$ cat config.mk
export PLATFORM = sky130hd
export DESIGN_NAME = div
export DESIGN_NICKNAME = d
export VERILOG_FILES = /design/src/rtl/div.sv
export SDC_FILE = /design/constraint.sdc
export NUM_CORES = 1
export LEC_CHECK = 0
export BUFFER_PORTS_ARGS = -buffer_cell sky130_fd_sc_hd__buf_2
export CORE_MARGIN = 2
export CORE_UTILIZATION = 40
export CTS_CLUSTER_SIZE = 14
export DETAILED_ROUTE_END_ITERATION = 7
export GPL_TIMING_DRIVEN = 0
export PLACE_DENSITY_LB_ADDON = 0.3
export REMOVE_ABC_BUFFERS = 1
export SETUP_SLACK_MARGIN = 0.2
export SLEW_MARGIN = 20
export SYNTH_ARGS = -nofsm -noshare
export SYNTH_HDL_FRONTEND = slang
export SYNTH_SLANG_ARGS = --single-unit
export TNS_END_PERCENT = 10
$ cat constraint.sdc
create_clock -name clk -period 2.7 [get_ports clk]
set_input_delay 0.27 -clock clk [delete_from_list [all_inputs] [get_ports clk]]
set_output_delay 0.27 -clock clk [all_outputs]
set_load 0.05 [all_outputs]
$ cat src/rtl/div.sv
// Fixed-point scaling stage for the LMS weight update: divides a signed product
// by 2^SHIFT with round-half-up, saturates to OUT_W bits, two register stages.
module div #(
  parameter int IN_W  = 28,
  parameter int OUT_W = 14,
  parameter int SHIFT = 13
) (
  input  logic             clk,
  input  logic             rstn,
  input  logic [IN_W-1:0]  in,
  output logic [OUT_W-1:0] out
);

  // Rounding constant and clamp limits, all one bit wider than the input so the
  // rounding add can never overflow.
  localparam logic signed [IN_W:0] RND   = {{IN_W{1'b0}}, 1'b1} << (SHIFT - 1);
  localparam logic signed [IN_W:0] MAX_V = {{(IN_W-OUT_W+2){1'b0}}, {(OUT_W-1){1'b1}}};
  localparam logic signed [IN_W:0] MIN_V = {{(IN_W-OUT_W+2){1'b1}}, {(OUT_W-1){1'b0}}};

  logic [IN_W-1:0]  s1_q, s1_d;
  logic [OUT_W-1:0] out_q, out_d;
  logic signed [IN_W:0] t_w;
  logic signed [IN_W:0] q_w;

  always_comb begin
    s1_d  = in;
    t_w   = {s1_q[IN_W-1], s1_q} + RND;
    q_w   = t_w >>> SHIFT;
    out_d = q_w[OUT_W-1:0];
    if (q_w > MAX_V) begin
      out_d = MAX_V[OUT_W-1:0];
    end else if (q_w < MIN_V) begin
      out_d = MIN_V[OUT_W-1:0];
    end
  end

  // Despite its name, rstn is an active-high asynchronous clear.
  always_ff @(posedge clk or posedge rstn) begin
    if (rstn) begin
      s1_q  <= '0;
      out_q <= '0;
    end else begin
      s1_q  <= s1_d;
      out_q <= out_d;
    end
  end

  assign out = out_q;

endmodule

# [After elaboration in Yosys (flattened, before gate mapping)]
# Cells that the tools add are included.
[word_totals] in_bits=30 output_inout_bits=14 reg_bits=42 elab_cells=7
[classes] magnitude_cmp=2 add_sub_neg=1 muxes=2
[op_table] cell="28-bit by 14-bit adder with 29-bit output, second input constant" n=1
[op_table] cell="14-bit 2-to-1 mux" n=2
[op_table] cell="16-bit by 14-bit greater-than comparator with 1-bit output, second input constant" n=1
[op_table] cell="16-bit by 14-bit < comparator with 1-bit output, second input constant" n=1

# [Depth between registers and ports, before layout]
# Gate-level depths: netlist of the first run.
[logic_depth] depth_word=4 mapped_depth=7 mapped_depth_nobuf=6

# [Least setup slack after synthesis of the first run]
# OpenSTA, ideal clock, no wires.
[synth_timing] path_kind="register -> register" start="register s1_q[12]" end="register out_q[6] (netlist: out[6])" synth_period_minus_slack_ps=2123 n_path_buf=1 setup_slack_ps=577 required_ps=2613 setup_ps=87 path_stages_with_launch=8 t_arrival_ps=2037 cell_sequence="dfrtp_1 ha_1 nand3_2 or4_1 and2_0 clkbuf_2 o311a_1 a211oi_2"
[synth_via] elab_chain_cells=4 word_cells_on_any_way=5 classes_between="1 x add/sub; 2 x order compare; 2 x mux"
[synth_rtl] item="start, declared" line_no="20" source="logic [IN_W-1:0] s1_q, s1_d;"
[synth_rtl] item="start signal, assigned" line_no="40" source="s1_q <= '0;"
[synth_rtl] item="start signal, assigned" line_no="43" source="s1_q <= s1_d;"
[synth_rtl] item="28-bit by 14-bit adder with 29-bit output *" line_no="27" source="t_w = {s1_q[IN_W-1], s1_q} + RND;"
[synth_rtl] item="16-bit by 14-bit < comparator with 1-bit output" line_no="32" source="end else if (q_w < MIN_V) begin"
[synth_rtl] item="14-bit 2-to-1 mux" line_no="32"
[synth_rtl] item="14-bit 2-to-1 mux *" line_no="30" source="if (q_w > MAX_V) begin"
[synth_rtl] item="via out_d[6]" line_no="21" source="logic [OUT_W-1:0] out_q, out_d;"
[synth_rtl] item="end signal, assigned" line_no="44" source="out_q <= out_d;"
[synth_rtl] item="end, declared" line_no="21"
# Mark *: on every way through the listed nets, which the timed path passes. The rest lies on a longest branch.

# [Worst setup path after layout of the first run]
# Same ends and word-level chain as after synthesis.

==> results_dict.tcl, run 1 <==
set metrics [dict create \
    status "finished with violations" \
    violations "hold timing" \
    fin_crit_sh 0.8695 \
    drt_iter0_drc 15 \
    grt_max_degree 31 \
    leakagePower_nw 0.6673 \
    setup_ws_ns 0.3524 \
    drive_gt1_frac 0.3158 \
    cts_buffer_depth 2 \
    cts_resized 0 \
    ys_seq_area_frac 0.5639 \
    coreArea_sq_um 3103 \
    worstReg2RegEnd "out[6]$_DFF_PP0_" \
    regToRegSetupSlack_ns 0.35 \
    crit_path_cell_trace "ha_1 -> nand3_2 -> or4_1 -> and2_0 -> o311a_1 -> a211oi_2" \
    fmax_mhz 426.0 \
    worst-r2r-cell-count 6 \
    clock_sinks 30 \
    portBuffers 31 \
    synth_top_area_frac 0.5639 \
    clock_skew_ns 0.002152 \
    cp_slowest_cell "or4_1" \
    fin_area_sq_um 1584 \
    place_area_sq_um 1524 \
    synth_top_cells_by_area "dfrtp_1 (56%), xnor2_1 (5.9%), o21ai_0 (3.0%)" \
    ctsHoldBuffers 0 \
    routed_wl_um 2584 \
    start_kind "register" \
    final_cell_mix "buf_2 (31), dfrtp_1 (30), xnor2_1 (9)" \
    powerDensity_nw_per_um2 587.2 \
    dpl_worst_slack_ns 0.3823 \
    r2r_start "s1_q[12]$_DFF_PP0_" \
    syn_to_final_growth_pct 18.99 \
    yosys.area.top_type "dfrtp_1" \
    die_h_um 61.69 \
    fin_util 0.5105 \
    finalWeightedCongestion 0.8563 \
    grt_pass1_wl_um 4305 \
    ys_ff_latch 30 \
    htreeDepth 2 \
    cts_tree "built" \
    initial_core_util 0.4290 \
    track_usage 0.1618 \
    power_uw 930.2 \
    num_vias 1001 \
    post_drt_wl_per_cell_um 13.18 \
    ys_types 38 \
    critPathRequiredTime_ns 2.95 \
    cts_buffers 5 \
    fin_cells 196 \
    min_path_type "primary input to async pin" \
    dp.cells 188 \
    hold_viol 20 \
    setup_viol 0 \
    crit_path_end_kind "register" \
    clockRootBuffer "clkbuf_4" \
    row_count 20 \
    syn_area_per_cell_sq_um 11.38 \
    min_period_ns 2.348 \
    syn_area_sq_um 1331 \
    viasPerCell 5.107 \
    n_antenna_cell 0 \
    rsz0062_at_grt "false" \
    dp_hpwl_um 1914 \
    first_pass_iters 4 \
    antenna_found_initial 0 \
    io_pins 44 \
    die_w_um 61.69 \
    globalRoute.totalOverflow 0 \
    hold_ws_ns -0.006263 \
    final_common_cell "buf_2" \
    final_max_slew_viol_count 0 \
    final_antenna_net_count 0 \
    cp_max_fo 8 \
    path_clk_slew_ns 0.09 \
    synth_cells 117 \
    first_global_vias 929 \
    cp.arrival_ns 2.59 \
    drc_errors 0 \
    tightest_slew_ns 0.7082 \
    max_stage_delay_ns 0.60 \
    nets 182 \
    postCtsSetupBuffers 0 \
    yosysWarnings 0 \
    drv_cap 0 \
    clock_latency_ns 0.33 \
    irDropWorstVdd_mv 0.2417 \
    setup_tns_ns 0 \
    dieArea_sq_um 3806 \
    relSlewSlack 0.5235 \
    crit_type "register to register" \
]
[power by group]
group	switching (mW)	internal, mW
Combinational	0.110	0.0454
Sequential	0.0248	0.478
Clock	0.146	0.126
Total	0.281	0.649
[flip-flops by register name, summed over array words and instances, names as in the netlist]
| register | count |
|---|---|
| s1_q | 16 |
| out | 14 |
[worst max-delay path: cells and delay by family, from the launching register on]
kind	cells	cell delay [ns]
DFF	1	0.39
and+or+nand+nor	3	1.04
AOI/OAI and AO/OA	2	0.60
adders and majority gates	1	0.23
[worst max-delay path by stage]
stage / start / end / slack [ns] / cells after the start
floorplan: s1_q[12]$_DFF_PP0_ / out[6]$_DFF_PP0_ / 0.62 / 6
CTS: s1_q[12]$_DFF_PP0_ / out[6]$_DFF_PP0_ / 0.35 / 6
finish: s1_q[12]$_DFF_PP0_ / out[6]$_DFF_PP0_ / 0.35 / 6
global route: s1_q[12]$_DFF_PP0_ / out[6]$_DFF_PP0_ / 0.21 / 6
global placement: s1_q[16]$_DFF_PP0_ / out[6]$_DFF_PP0_ / 0.38 / 5
detailed placement: s1_q[12]$_DFF_PP0_ / out[6]$_DFF_PP0_ / 0.38 / 6
[metal layers]
metal | share of wire | track usage
met5 | 0 | 0
met4 | 0.024 | 0.08207
met1 | 0.42 | 0.2074
met3 | 0.061 | 0.06211
met2 | 0.49 | 0.2391
[cell usage after synthesis, drive strengths merged]
cell,n
a211oi,2
a21boi,1
a21o,2
a21oi,5
a31o,1
and2,1
and3,1
buf,1
clkbuf,3
dfrtp,30
ha,1
inv,5
nand2,4
nand3,8
nand4,6
nand4b,1
nor2,4
nor3,4
nor3b,1
nor4,4
o211a,1
o21a,3
o21ai,8
o21bai,1
o221ai,1
o22ai,1
o311a,1
or2,1
or4,4
xnor2,9
xor2,2
[kinds of logic (layout without fill, tap and decap cells)]
kind of cell,after synthesis,in the layout,share of synthesized area
fa+ha+maj,1,1,0.009397
xor+xnor,11,11,0.07237
simple gates,39,39,0.1899
compound gates,27,27,0.1372
buf+inv,9,44,0.02725
flops,30,30,0.5639
[cell type report]
| type | instances | area (sq um) |
|---|---|---|
| multi-input combinational | 78 | 544.3 |
| tap | 44 | 55.05 |
| fill | 301 | 1519 |
| inverter | 5 | 18.77 |
| timing repair buffer | 31 | 155.1 |
| clock inverter | 1 | 5.005 |
| clock buffer | 7 | 55.05 |
| sequential | 30 | 750.7 |
Power figures use the tool's default switching activity.
==> run 2, diff against run 1 <==
--- a/config.mk
+++ b/config.mk
@@ -8,11 +8,12 @@
 export BUFFER_PORTS_ARGS = -buffer_cell sky130_fd_sc_hd__buf_2
 export CORE_MARGIN = 2
 export CORE_UTILIZATION = 40
+export CTS_BUF_LIST = sky130_fd_sc_hd__clkbuf_2 sky130_fd_sc_hd__clkbuf_4 sky130_fd_sc_hd__clkbuf_8
 export CTS_CLUSTER_SIZE = 14
 export DETAILED_ROUTE_END_ITERATION = 7
 export GPL_TIMING_DRIVEN = 0
 export PLACE_DENSITY_LB_ADDON = 0.3
-export REMOVE_ABC_BUFFERS = 1
+export RECOVER_POWER = 25
 export SETUP_SLACK_MARGIN = 0.2
 export SLEW_MARGIN = 20
 export SYNTH_ARGS = -nofsm -noshare
==> run 2 against run 1 <==
Compared with the run above: the run now ends clean; setup slack worse by 0.046 ns; clock skew is 0.0062 ns higher; wire length is 1.9% higher; worst hold slack better by 0.049 ns; largest power group unchanged.
==> results_dict.tcl, run 2 (synthesis results as in run 1) <==
set metrics [dict create \
    holdPathStages 1 \
    sw_frac_of_total 0.2977 \
    clockRootBuffer "clkbuf_4" \
    drt_iter0_drc 31 \
    p_comb_frac 0.172 \
    viasPerCell 5.170 \
    dieArea_sq_um 3806 \
    post_drt_wl_per_cell_um 13.16 \
    powerDensity_nw_per_um2 586.4 \
    clock_latency_ns 0.33 \
    crit_path_end_kind "register" \
    max_stage_delay_ns 0.62 \
    regToRegSetupSlack_ns 0.31 \
    antenna_found_initial 0 \
    final_cell_mix "buf_2 (32), dfrtp_1 (30), xnor2_1 (9)" \
    min_path_type "primary input to register" \
    min_period_ns 2.393 \
    irDropWorstVdd_mv 0.3057 \
    fin_cells 200 \
    setup_viol 0 \
    grt_max_degree 31 \
    initial_core_util 0.4290 \
    cp.arrival_ns 2.64 \
    clock_skew_ns 0.008378 \
    clock_sinks 30 \
    fin_crit_sh 0.8865 \
    htreeDepth 2 \
    final_common_cell "buf_2" \
    ctsHoldBuffers 0 \
    cts_buffers 5 \
    hp-start "in[26]" \
    drv_cap 0 \
    internal_power_uw 661.1 \
    die_w_um 61.69 \
    final_max_slew_viol_count 0 \
    nets 186 \
    tightest_slew_ns 1.075 \
    rsz0062_at_grt "false" \
    path_clk_slew_ns 0.08 \
    status "completed" \
    dp_hpwl_um 2006 \
    regMostFlops "s1_q" \
    postCtsSetupBuffers 0 \
    globalRoute.totalOverflow 0 \
    coreArea_sq_um 3103 \
    hold_ws_ns 0.04263 \
    pwr-share-seq 0.530 \
    worstReg2RegEnd "out[6]$_DFF_PP0_" \
    leakagePower_nw 0.6810 \
    num_vias 1034 \
    fin_util 0.5173 \
    dp.cells 192 \
    syn_to_final_growth_pct 20.58 \
    finalWeightedCongestion 0.8586 \
    io_pins 44 \
    start_kind "register" \
    drc_errors 0 \
    switchingPower_uw 280.2 \
    cts_tree "built" \
    relSlewSlack 0.2826 \
    portBuffers 31 \
    row_count 20 \
    first_pass_iters 4 \
    hold_viol 0 \
    worst-r2r-cell-count 7 \
    power.share.clock 0.298 \
    track_usage 0.1721 \
    die_h_um 61.69 \
    crit_type "register to register" \
    setup_tns_ns 0 \
    n_antenna_cell 0 \
    cp_max_fo 8 \
    final_antenna_net_count 0 \
    r2r_start "s1_q[12]$_DFF_PP0_" \
    cp_slowest_cell "or4_1" \
    drive_gt1_frac 0.3205 \
    synthesis.nets 148 \
    crit_path_cell_trace "ha_1 -> nand3_2 -> or4_1 -> and2_0 -> clkbuf_2 -> o311a_1 -> a211oi_2" \
    first_global_vias 984 \
    fmax_mhz 417.8 \
    cts_resized 0 \
    whs_endpoint "s1_q[26]$_DFF_PP0_" \
    grt_pass1_wl_um 4574 \
    critPathRequiredTime_ns 2.95 \
    routed_wl_um 2632 \
    largest_reg_flops 16 \
    cts_buffer_depth 2 \
]
## run 2: metrics by stage
stage / total power [mW] / instance area [sq um] / setup WS [ns]
CTS: 0.9491 / 1605 / 0.3237
detailed placement: 0.6706 / 1541 / 0.3580
floorplan: 0.6243 / 1331 / 0.5766
global route: 0.9911 / 1605 / 0.2225
global placement: 0.6683 / 1541 / 0.3339
finish: 0.9413 / 1605 / 0.3066
## run 2: power groups by stage
stage / sequential (mW) / combinational, mW / clock [mW]
5_1_grt: 0.504 / 0.176 / 0.311
6_report: 0.499 / 0.162 / 0.281
3_5_place_dp: 0.508 / 0.162 / 0
4_1_cts: 0.499 / 0.163 / 0.287
2_1_floorplan: 0.570 / 0.0547 / 0
3_3_place_gp: 0.507 / 0.161 / 0
## run 2: layout make-up
class / instances / area, sq um
clock buffer: 7 / 58.81
timing repair buffer: 31 / 155.1
tap: 44 / 55.05
buffer: 4 / 17.52
fill: 301 / 1498
sequential: 30 / 750.7
inverter: 5 / 18.77
clock inverter: 1 / 5.005
multi-input combinational: 78 / 544.3
## run 2: worst max-delay path by stage
stage | slack (ns) | from | cells after the start | endpoint
5_1_grt | 0.22 | s1_q[13]$_DFF_PP0_ | 7 | out[6]$_DFF_PP0_
2_1_floorplan | 0.58 | s1_q[12]$_DFF_PP0_ | 7 | out[6]$_DFF_PP0_
4_1_cts | 0.32 | s1_q[12]$_DFF_PP0_ | 7 | out[6]$_DFF_PP0_
3_5_place_dp | 0.36 | s1_q[12]$_DFF_PP0_ | 7 | out[6]$_DFF_PP0_
3_3_place_gp | 0.33 | s1_q[12]$_DFF_PP0_ | 7 | out[6]$_DFF_PP0_
6_report | 0.31 | s1_q[12]$_DFF_PP0_ | 7 | out[6]$_DFF_PP0_
## run 2: layer usage
layer	global-route usage	vias up	share of wire	wire (um)
li1	-	502	-	-
met1	0.2175	494	0.46	1200
met2	0.2617	28	0.47	1228
met3	0.03934	10	0.041	108
met4	0.1185	0	0.036	94
met5	0	-	0	0
## run 2: critical path: cells and delay by family (launching register included)
kind                       cells  cell delay (ns)
adders and majority gates      1             0.22
and+or+nand+nor                3             0.98
DFF                            1             0.38
buffers and inverters          1             0.15
AOI/OAI and AO/OA              2             0.58
